===== src/rtl/rv0_bru_pkg.sv =====
// rv0_bru_pkg: shared opcode/funct3 encodings and the branch resolution record
//   rv_opcode_e    - major opcodes of interest to the branch unit
//   br_funct3_e    - BRANCH condition encodings
//   bru_res_t      - resolution record (fields sized for the widest XLEN)
//   is_ct()        - true for JAL/JALR/BRANCH opcodes
package rv0_bru_pkg;

    localparam int RES_W = 64;

    typedef enum logic [6:0] {
        OPC_BRANCH = 7'b1100011,
        OPC_JALR   = 7'b1100111,
        OPC_JAL    = 7'b1101111,
        OPC_OP_IMM = 7'b0010011
    } rv_opcode_e;

    typedef enum logic [2:0] {
        F3_BEQ  = 3'b000,
        F3_BNE  = 3'b001,
        F3_BLT  = 3'b100,
        F3_BGE  = 3'b101,
        F3_BLTU = 3'b110,
        F3_BGEU = 3'b111
    } br_funct3_e;

    typedef struct packed {
        logic             wen;
        logic [RES_W-1:0] wdata;
        logic             taken;
        logic [RES_W-1:0] target;
        logic             mispred;
        logic [RES_W-1:0] redirect;
        logic             exc;
    } bru_res_t;

    function automatic logic is_ct(input logic [6:0] opc);
        return opc == OPC_JAL || opc == OPC_JALR || opc == OPC_BRANCH;
    endfunction

endpackage


===== src/rtl/rv0_bru_eval.sv =====
// rv0_bru_eval: combinational control-transfer evaluation
//   insn_i/addr_i/rs1_i/rs2_i       - instruction, PC and operands
//   pred_taken_i/pred_target_i      - front-end prediction
//   res_o                           - resolved link data, target, taken, mispredict, exception
// Optional: RV0_BRU_MISALIGN_EXC_EN enables the instruction-address-misaligned exception.
module rv0_bru_eval
    import rv0_bru_pkg::*;
#(
    parameter int XLEN   = 32,
    parameter int IALIGN = 32
) (
    input  logic [31:0]     insn_i,
    input  logic [XLEN-1:0] addr_i,
    input  logic [XLEN-1:0] rs1_i,
    input  logic [XLEN-1:0] rs2_i,
    input  logic            pred_taken_i,
    input  logic [XLEN-1:0] pred_target_i,
    output bru_res_t        res_o
);

    logic [6:0]      opc;
    logic [2:0]      f3;
    logic [XLEN-1:0] imm_j, imm_i, imm_b, pc4, jalr_sum, tgt;
    logic            is_jal, is_jalr, is_br, eq, lt, ltu, cond, taken, mis, exc, mp;

    assign opc      = insn_i[6:0];
    assign f3       = insn_i[14:12];
    assign imm_j    = {{(XLEN-21){insn_i[31]}}, insn_i[31], insn_i[19:12], insn_i[20], insn_i[30:21], 1'b0};
    assign imm_i    = {{(XLEN-12){insn_i[31]}}, insn_i[31:20]};
    assign imm_b    = {{(XLEN-13){insn_i[31]}}, insn_i[31], insn_i[7], insn_i[30:25], insn_i[11:8], 1'b0};
    assign is_jal   = opc == OPC_JAL;
    assign is_jalr  = opc == OPC_JALR;
    assign is_br    = opc == OPC_BRANCH;
    assign pc4      = addr_i + XLEN'(4);
    assign jalr_sum = rs1_i + imm_i;
    assign tgt      = is_jal  ? addr_i + imm_j :
                      is_jalr ? {jalr_sum[XLEN-1:1], 1'b0} :
                      is_br   ? addr_i + imm_b : '0;
    assign eq       = rs1_i == rs2_i;
    assign lt       = $signed(rs1_i) < $signed(rs2_i);
    assign ltu      = rs1_i < rs2_i;
    // Reserved funct3 010/011 fall through to not-taken
    assign cond     = f3 == F3_BEQ  ? eq  :
                      f3 == F3_BNE  ? !eq :
                      f3 == F3_BLT  ? lt  :
                      f3 == F3_BGE  ? !lt :
                      f3 == F3_BLTU ? ltu :
                      f3 == F3_BGEU ? !ltu : 1'b0;
    assign taken    = is_jal || is_jalr || (is_br && cond);
    // Bit 0 of every target is already zero, so only IALIGN=32 can misalign
    assign mis      = (IALIGN == 32) && tgt[1];
`ifdef RV0_BRU_MISALIGN_EXC_EN
    assign exc      = taken && mis;
`else
    logic unused_mis;
    assign unused_mis = mis;
    assign exc      = 1'b0;
`endif
    assign mp       = !exc && ((taken != pred_taken_i) || (taken && tgt != pred_target_i));

    always_comb begin
        res_o          = '0;
        res_o.wen      = (is_jal || is_jalr) && !exc;
        res_o.wdata    = (is_jal || is_jalr) ? RES_W'(pc4) : '0;
        res_o.taken    = taken;
        res_o.target   = RES_W'(tgt);
        res_o.mispred  = mp;
        res_o.redirect = taken ? RES_W'(tgt) : RES_W'(pc4);
        res_o.exc      = exc;
    end

endmodule


===== src/rtl/rv0_bru.sv =====
// rv0_bru: pipelined branch/jump resolution unit with valid/ready handshake
//   clk_i, rst_ni                     - clock, async active-low reset
//   bru_flush_i                       - kill in-flight and incoming op
//   bru_valid_i/bru_ready_o           - op input handshake
//   bru_insn_i..bru_pred_target_i     - instruction, PC, operands, prediction
//   bru_valid_o/bru_ready_i           - resolution output handshake
//   bru_wen_o..bru_exc_o              - registered resolution
//   bru_br_cnt_o/bru_mp_cnt_o         - saturating resolved/mispredicted counters
// Optional: RV0_BRU_MISALIGN_EXC_EN (see rv0_bru_eval).
module rv0_bru
    import rv0_bru_pkg::*;
#(
    parameter int XLEN   = 32,
    parameter int IALIGN = 32,
    parameter int CNT_W  = 32
) (
    input  logic             clk_i,
    input  logic             rst_ni,
    input  logic             bru_flush_i,
    input  logic             bru_valid_i,
    output logic             bru_ready_o,
    input  logic [31:0]      bru_insn_i,
    input  logic [XLEN-1:0]  bru_addr_i,
    input  logic [XLEN-1:0]  bru_rdata1_i,
    input  logic [XLEN-1:0]  bru_rdata2_i,
    input  logic             bru_pred_taken_i,
    input  logic [XLEN-1:0]  bru_pred_target_i,
    output logic             bru_valid_o,
    input  logic             bru_ready_i,
    output logic             bru_wen_o,
    output logic [XLEN-1:0]  bru_wdata_o,
    output logic             bru_taken_o,
    output logic [XLEN-1:0]  bru_target_o,
    output logic             bru_mispred_o,
    output logic [XLEN-1:0]  bru_redirect_o,
    output logic             bru_exc_o,
    output logic [CNT_W-1:0] bru_br_cnt_o,
    output logic [CNT_W-1:0] bru_mp_cnt_o
);

    bru_res_t         res_d, res_q;
    logic             valid_q, ct_q, accept, hs;
    logic [CNT_W-1:0] br_cnt_d, br_cnt_q, mp_cnt_d, mp_cnt_q;

    rv0_bru_eval #(.XLEN(XLEN), .IALIGN(IALIGN)) u_eval (
        .insn_i        (bru_insn_i),
        .addr_i        (bru_addr_i),
        .rs1_i         (bru_rdata1_i),
        .rs2_i         (bru_rdata2_i),
        .pred_taken_i  (bru_pred_taken_i),
        .pred_target_i (bru_pred_target_i),
        .res_o         (res_d)
    );

    assign bru_ready_o = !valid_q || bru_ready_i;
    assign accept      = bru_valid_i && bru_ready_o && !bru_flush_i;
    // Only control-transfer ops that actually leave the unit are counted
    assign hs          = valid_q && bru_ready_i && !bru_flush_i && ct_q;
    assign br_cnt_d    = (hs && br_cnt_q != '1) ? br_cnt_q + CNT_W'(1) : br_cnt_q;
    assign mp_cnt_d    = (hs && res_q.mispred && mp_cnt_q != '1) ? mp_cnt_q + CNT_W'(1) : mp_cnt_q;

    always_ff @(posedge clk_i or negedge rst_ni) begin
        if (!rst_ni) begin
            valid_q  <= 1'b0;
            ct_q     <= 1'b0;
            res_q    <= '0;
            br_cnt_q <= '0;
            mp_cnt_q <= '0;
        end else begin
            br_cnt_q <= br_cnt_d;
            mp_cnt_q <= mp_cnt_d;
            if (bru_flush_i) begin
                valid_q <= 1'b0;
                ct_q    <= 1'b0;
                res_q   <= '0;
            end else if (accept) begin
                valid_q <= 1'b1;
                ct_q    <= is_ct(bru_insn_i[6:0]);
                res_q   <= res_d;
            end else if (bru_ready_i) begin
                valid_q <= 1'b0;
                ct_q    <= 1'b0;
                res_q   <= '0;
            end
        end
    end

    assign bru_valid_o    = valid_q;
    assign bru_wen_o      = res_q.wen;
    assign bru_wdata_o    = res_q.wdata[XLEN-1:0];
    assign bru_taken_o    = res_q.taken;
    assign bru_target_o   = res_q.target[XLEN-1:0];
    assign bru_mispred_o  = res_q.mispred;
    assign bru_redirect_o = res_q.redirect[XLEN-1:0];
    assign bru_exc_o      = res_q.exc;
    assign bru_br_cnt_o   = br_cnt_q;
    assign bru_mp_cnt_o   = mp_cnt_q;

    if (XLEN < RES_W) begin : g_hi
        logic unused_hi;
        assign unused_hi = ^{res_q.wdata[RES_W-1:XLEN], res_q.target[RES_W-1:XLEN],
                             res_q.redirect[RES_W-1:XLEN], res_d.wdata[RES_W-1:XLEN],
                             res_d.target[RES_W-1:XLEN], res_d.redirect[RES_W-1:XLEN]};
    end

endmodule


===== config.mk =====
export PLATFORM = sky130hd
export DESIGN_NAME = rv0_bru
export DESIGN_NICKNAME = d
export VERILOG_FILES = /design/src/rtl/rv0_bru_pkg.sv /design/src/rtl/rv0_bru_eval.sv /design/src/rtl/rv0_bru.sv
export SDC_FILE = /design/constraint.sdc
export NUM_CORES = 1
export LEC_CHECK = 0
export ABC_AREA = 1
export BUFFER_PORTS_ARGS = -buffer_cell sky130_fd_sc_hd__buf_2
export CELL_PAD_IN_SITES_DETAIL_PLACEMENT = 1
export CELL_PAD_IN_SITES_GLOBAL_PLACEMENT = 1
export CORE_MARGIN = 2
export CORE_UTILIZATION = 35
export CTS_BUF_LIST = sky130_fd_sc_hd__clkbuf_4 sky130_fd_sc_hd__clkbuf_8 sky130_fd_sc_hd__clkbuf_16
export CTS_CLUSTER_SIZE = 24
export DETAILED_ROUTE_END_ITERATION = 10
export PLACE_DENSITY = 0.9
export REMOVE_ABC_BUFFERS = 1
export SKIP_CTS_REPAIR_TIMING = 1
export SYNTH_ARGS = -nofsm -noshare
export SYNTH_HDL_FRONTEND = slang
export SYNTH_SLANG_ARGS = --single-unit

===== constraint.sdc =====
create_clock -name clk_i -period 2.3 [get_ports clk_i]
set_input_delay 0.345 -clock clk_i [delete_from_list [all_inputs] [get_ports clk_i]]
set_output_delay 0.345 -clock clk_i [all_outputs]
set_load 0.01 [all_outputs]

==> reports/summary.txt <==
Number of distinct library cells after synthesis: 52
Power per cell area: 404.2 mW/mm²
Crit start category: input port
CTS sink cnt: 165
Mapped Cells: 2,501
Die Y: 216.3 µm
Commonest non-fill, non-tap cell in the layout: nand2_1
Clock tree root buffer cell: clkbuf_16
Total grt overflow: 0
Status: finished with violations
H-tree level count: 4
Skew-Pair Late Insertion Delay: 480 ps
DR WL/cell: 26.76 µm
Synth Register Bits: 165
Hold Path End: bru_wdata_o[1]$_DFFE_PN0P_
FF-to-FF End: bru_mp_cnt_o[30]$_DFFE_PN0P_
Post-layout min period: 2890 ps
Max-slew violation count: 0
Req. time, crit path: 2650 ps
Mean Syn Cell Area: 6.305 µm²
Leak: 13.35 nW
Global-route wire length before repair: 119.2 mm
Initial antenna violation count: 11
Core ar.: 0.04432 mm²
GRT Total Usage: 32.33%
Final hold violations: 0
Largest net degree at the start of global routing: 101
CTS Buffer Depth: 2
Worst vdd ir: 293.7 µV
GPL Wtd Cong: 0.9638
Rows: 77
Max-Cap Viols: 0
Max Freq: 346.0 MHz
WS Path Type: in2reg
Reg-to-reg setup timing slack: -330 ps
I/O pins: 332
Critical Path Fanout Max: 4
CP startpoint: bru_insn_i[9]
Clk slew on worst S/H paths: 80 ps
Sequential area share after synthesis: 26.19%
Post-route ant nets: 0
Cell area after synthesis: 0.01577 mm²
IO Port Bufs: 330
Top cell type's share of synthesized area: 26.19%
First-pass detailed-route iteration total: 6
Area delta synth->final: 65.51%
Final Total Pwr: 10.55 mW
CP Data Arrival Time: 3240 ps
Setup repair after global routing missed its margin: true
Initial Util: 35.58%
Worst min-delay path startpoint: bru_addr_i[1]
CTS tree: done
Hold path depth: 3
Width of the die: 216.3 µm
Final Util: 58.89%
Area contributors post-synth: dfrtp_1 (26%), nand2_1 (20%), nand3_1 (8.7%)
RR Startpoint: ct_q$_DFFE_PN0P_
Total wire length: 104.4 mm
DRC: 0
Tcrit/Tclk final: 125.6%
CTS buffer count: 17
Share of post-route cells with drive strength above 1: 44.72%
CP Capture Type: register
Iteration-0 DRC Markers: 2,315
Commonest cells after routing, fill and taps aside: nand2_1 (653), buf_4 (431), inv_1 (312)
Failing checks: negative setup slack
Setup Skew: 17.02 ps
Routed via count: 23,240
Vias in the first global route: 22,000
DR vias/cell: 5.960
Worst-Margin Slew: 604.2 ps
Nets: 3,567
R2R cell count: 12
Final setup violation count: 77
Placed wire-length estimate: 64.85 mm
Die area: 0.04676 mm²
Slew HR: 59.41%
Number of synthesis warnings: 0
Setup WS post-layout: -589.8 ps
Worst Hold Class: in2reg
Largest area contributor in the synthesized netlist: dfrtp_1
[cell usage after synthesis (all sizes together)]
| cell | instances |
|---|---|
| and2 | 5 |
| o211ai | 6 |
| a21o | 2 |
| nor4 | 10 |
| xor2 | 64 |
| ha | 108 |
| nand3 | 280 |
| nand4 | 51 |
| and3 | 1 |
| a31oi | 1 |
| o21bai | 10 |
| a21boi | 1 |
| dfrtp | 165 |
| o221ai | 1 |
| a32o | 2 |
| conb | 1 |
| a21oi | 105 |
| nand2 | 848 |
| o31ai | 1 |
| o21ai | 113 |
| clkbuf | 26 |
| fa | 3 |
| a31o | 1 |
| or2 | 11 |
| xnor2 | 27 |
| nor2 | 196 |
| nor3 | 51 |
| inv | 352 |
| nand3b | 41 |
| buf | 15 |
| o21a | 3 |
[area by class of cell]
class                   count  area (µm²)
multi-input cells        1943       13400
inverters                 352        1336
repair buffers            811        5878
fillers                  5572       18220
well taps                 592       740.7
clock inverters            13       145.1
diodes                      5       12.51
flip-flops and latches    165        4135
clock buffers              19       452.9
[metrics by stage]
step	worst slack (ps)	TNS, ps	instances	hold slack, ps	area [µm²]
3_5_place_dp	-1123	-39310	3787	276.1	21210
6_report	-589.8	-11980	3900	191.9	26100
2_1_floorplan	-4170	-387630	2460	49.41	15590
4_1_cts	-648.2	-10470	3819	-208.2	21810
3_3_place_gp	-1196	-30540	3787	277.3	21210
5_1_grt	-745.5	-17380	3898	203.7	26090
[registers in the layout, indices dropped and copies added, names as in the netlist]
register and count:
bru_mp_cnt_o 32, ct_q 1, bru_mispred_o 1, bru_br_cnt_o 32, bru_target_o 32, bru_redirect_o 32
bru_wen_o 1, bru_taken_o 1, bru_wdata_o 32, bru_valid_o 1
[power breakdown]
part           switching (mW)  total (mW)  internal, mW
combinational            2.66        4.44          1.79
clock                    1.46        3.14          1.68
sequential             0.0314        2.97          2.94
total                    4.14        10.5          6.40
[worst max path at each step]
stage / end / slack, ps
after floorplan: ct_q$_DFFE_PN0P_ / -4170
after global placement: bru_mispred_o$_DFFE_PN0P_ / -1200
after detailed placement: bru_mispred_o$_DFFE_PN0P_ / -1120
after CTS: bru_mispred_o$_DFFE_PN0P_ / -650
after global routing: bru_mispred_o$_DFFE_PN0P_ / -750
final: bru_mispred_o$_DFFE_PN0P_ / -590
[worst max-delay path, cell delays in order]
cell,delay [ps]
buf_2,200
inv_1,230
fa_2,470
inv_2,110
nand2_1,100
nand2_2,140
buf_4,120
nand2_1,80
nand2_4,120
or2_1,140
nand3_1,90
nand3_1,150
inv_1,90
nand2_1,100
nand3_2,220
nor2_4,200
nand2_2,60
nor2_2,80
nand3_1,70
nand2_1,70
nand2_1,40
[cells by family after synthesis]
| logic type | share of synthesized area (%) |
|---|---|
| XOR/XNOR | 5.055 |
| AND/OR/NAND/NOR | 41.90 |
| adder cells (fa/ha/maj) | 8.951 |
| AO/OA/AOI/OAI | 8.364 |
| other | 0.02378 |
| buffers and inverters | 9.522 |
| flip-flops | 26.19 |
[routing by layer]
metal | wire [µm] | GRT usage, % | vias to the layer above
met2 | 50220 | 58.92 | 1626
met1 | 36120 | 37.99 | 11290
met5 | 116 | 0 | -
li1 | - | - | 9654
met4 | 9028 | 13.08 | 16
met3 | 8868 | 4.505 | 655
No activity file was read; power rests on OpenSTA's default activity.
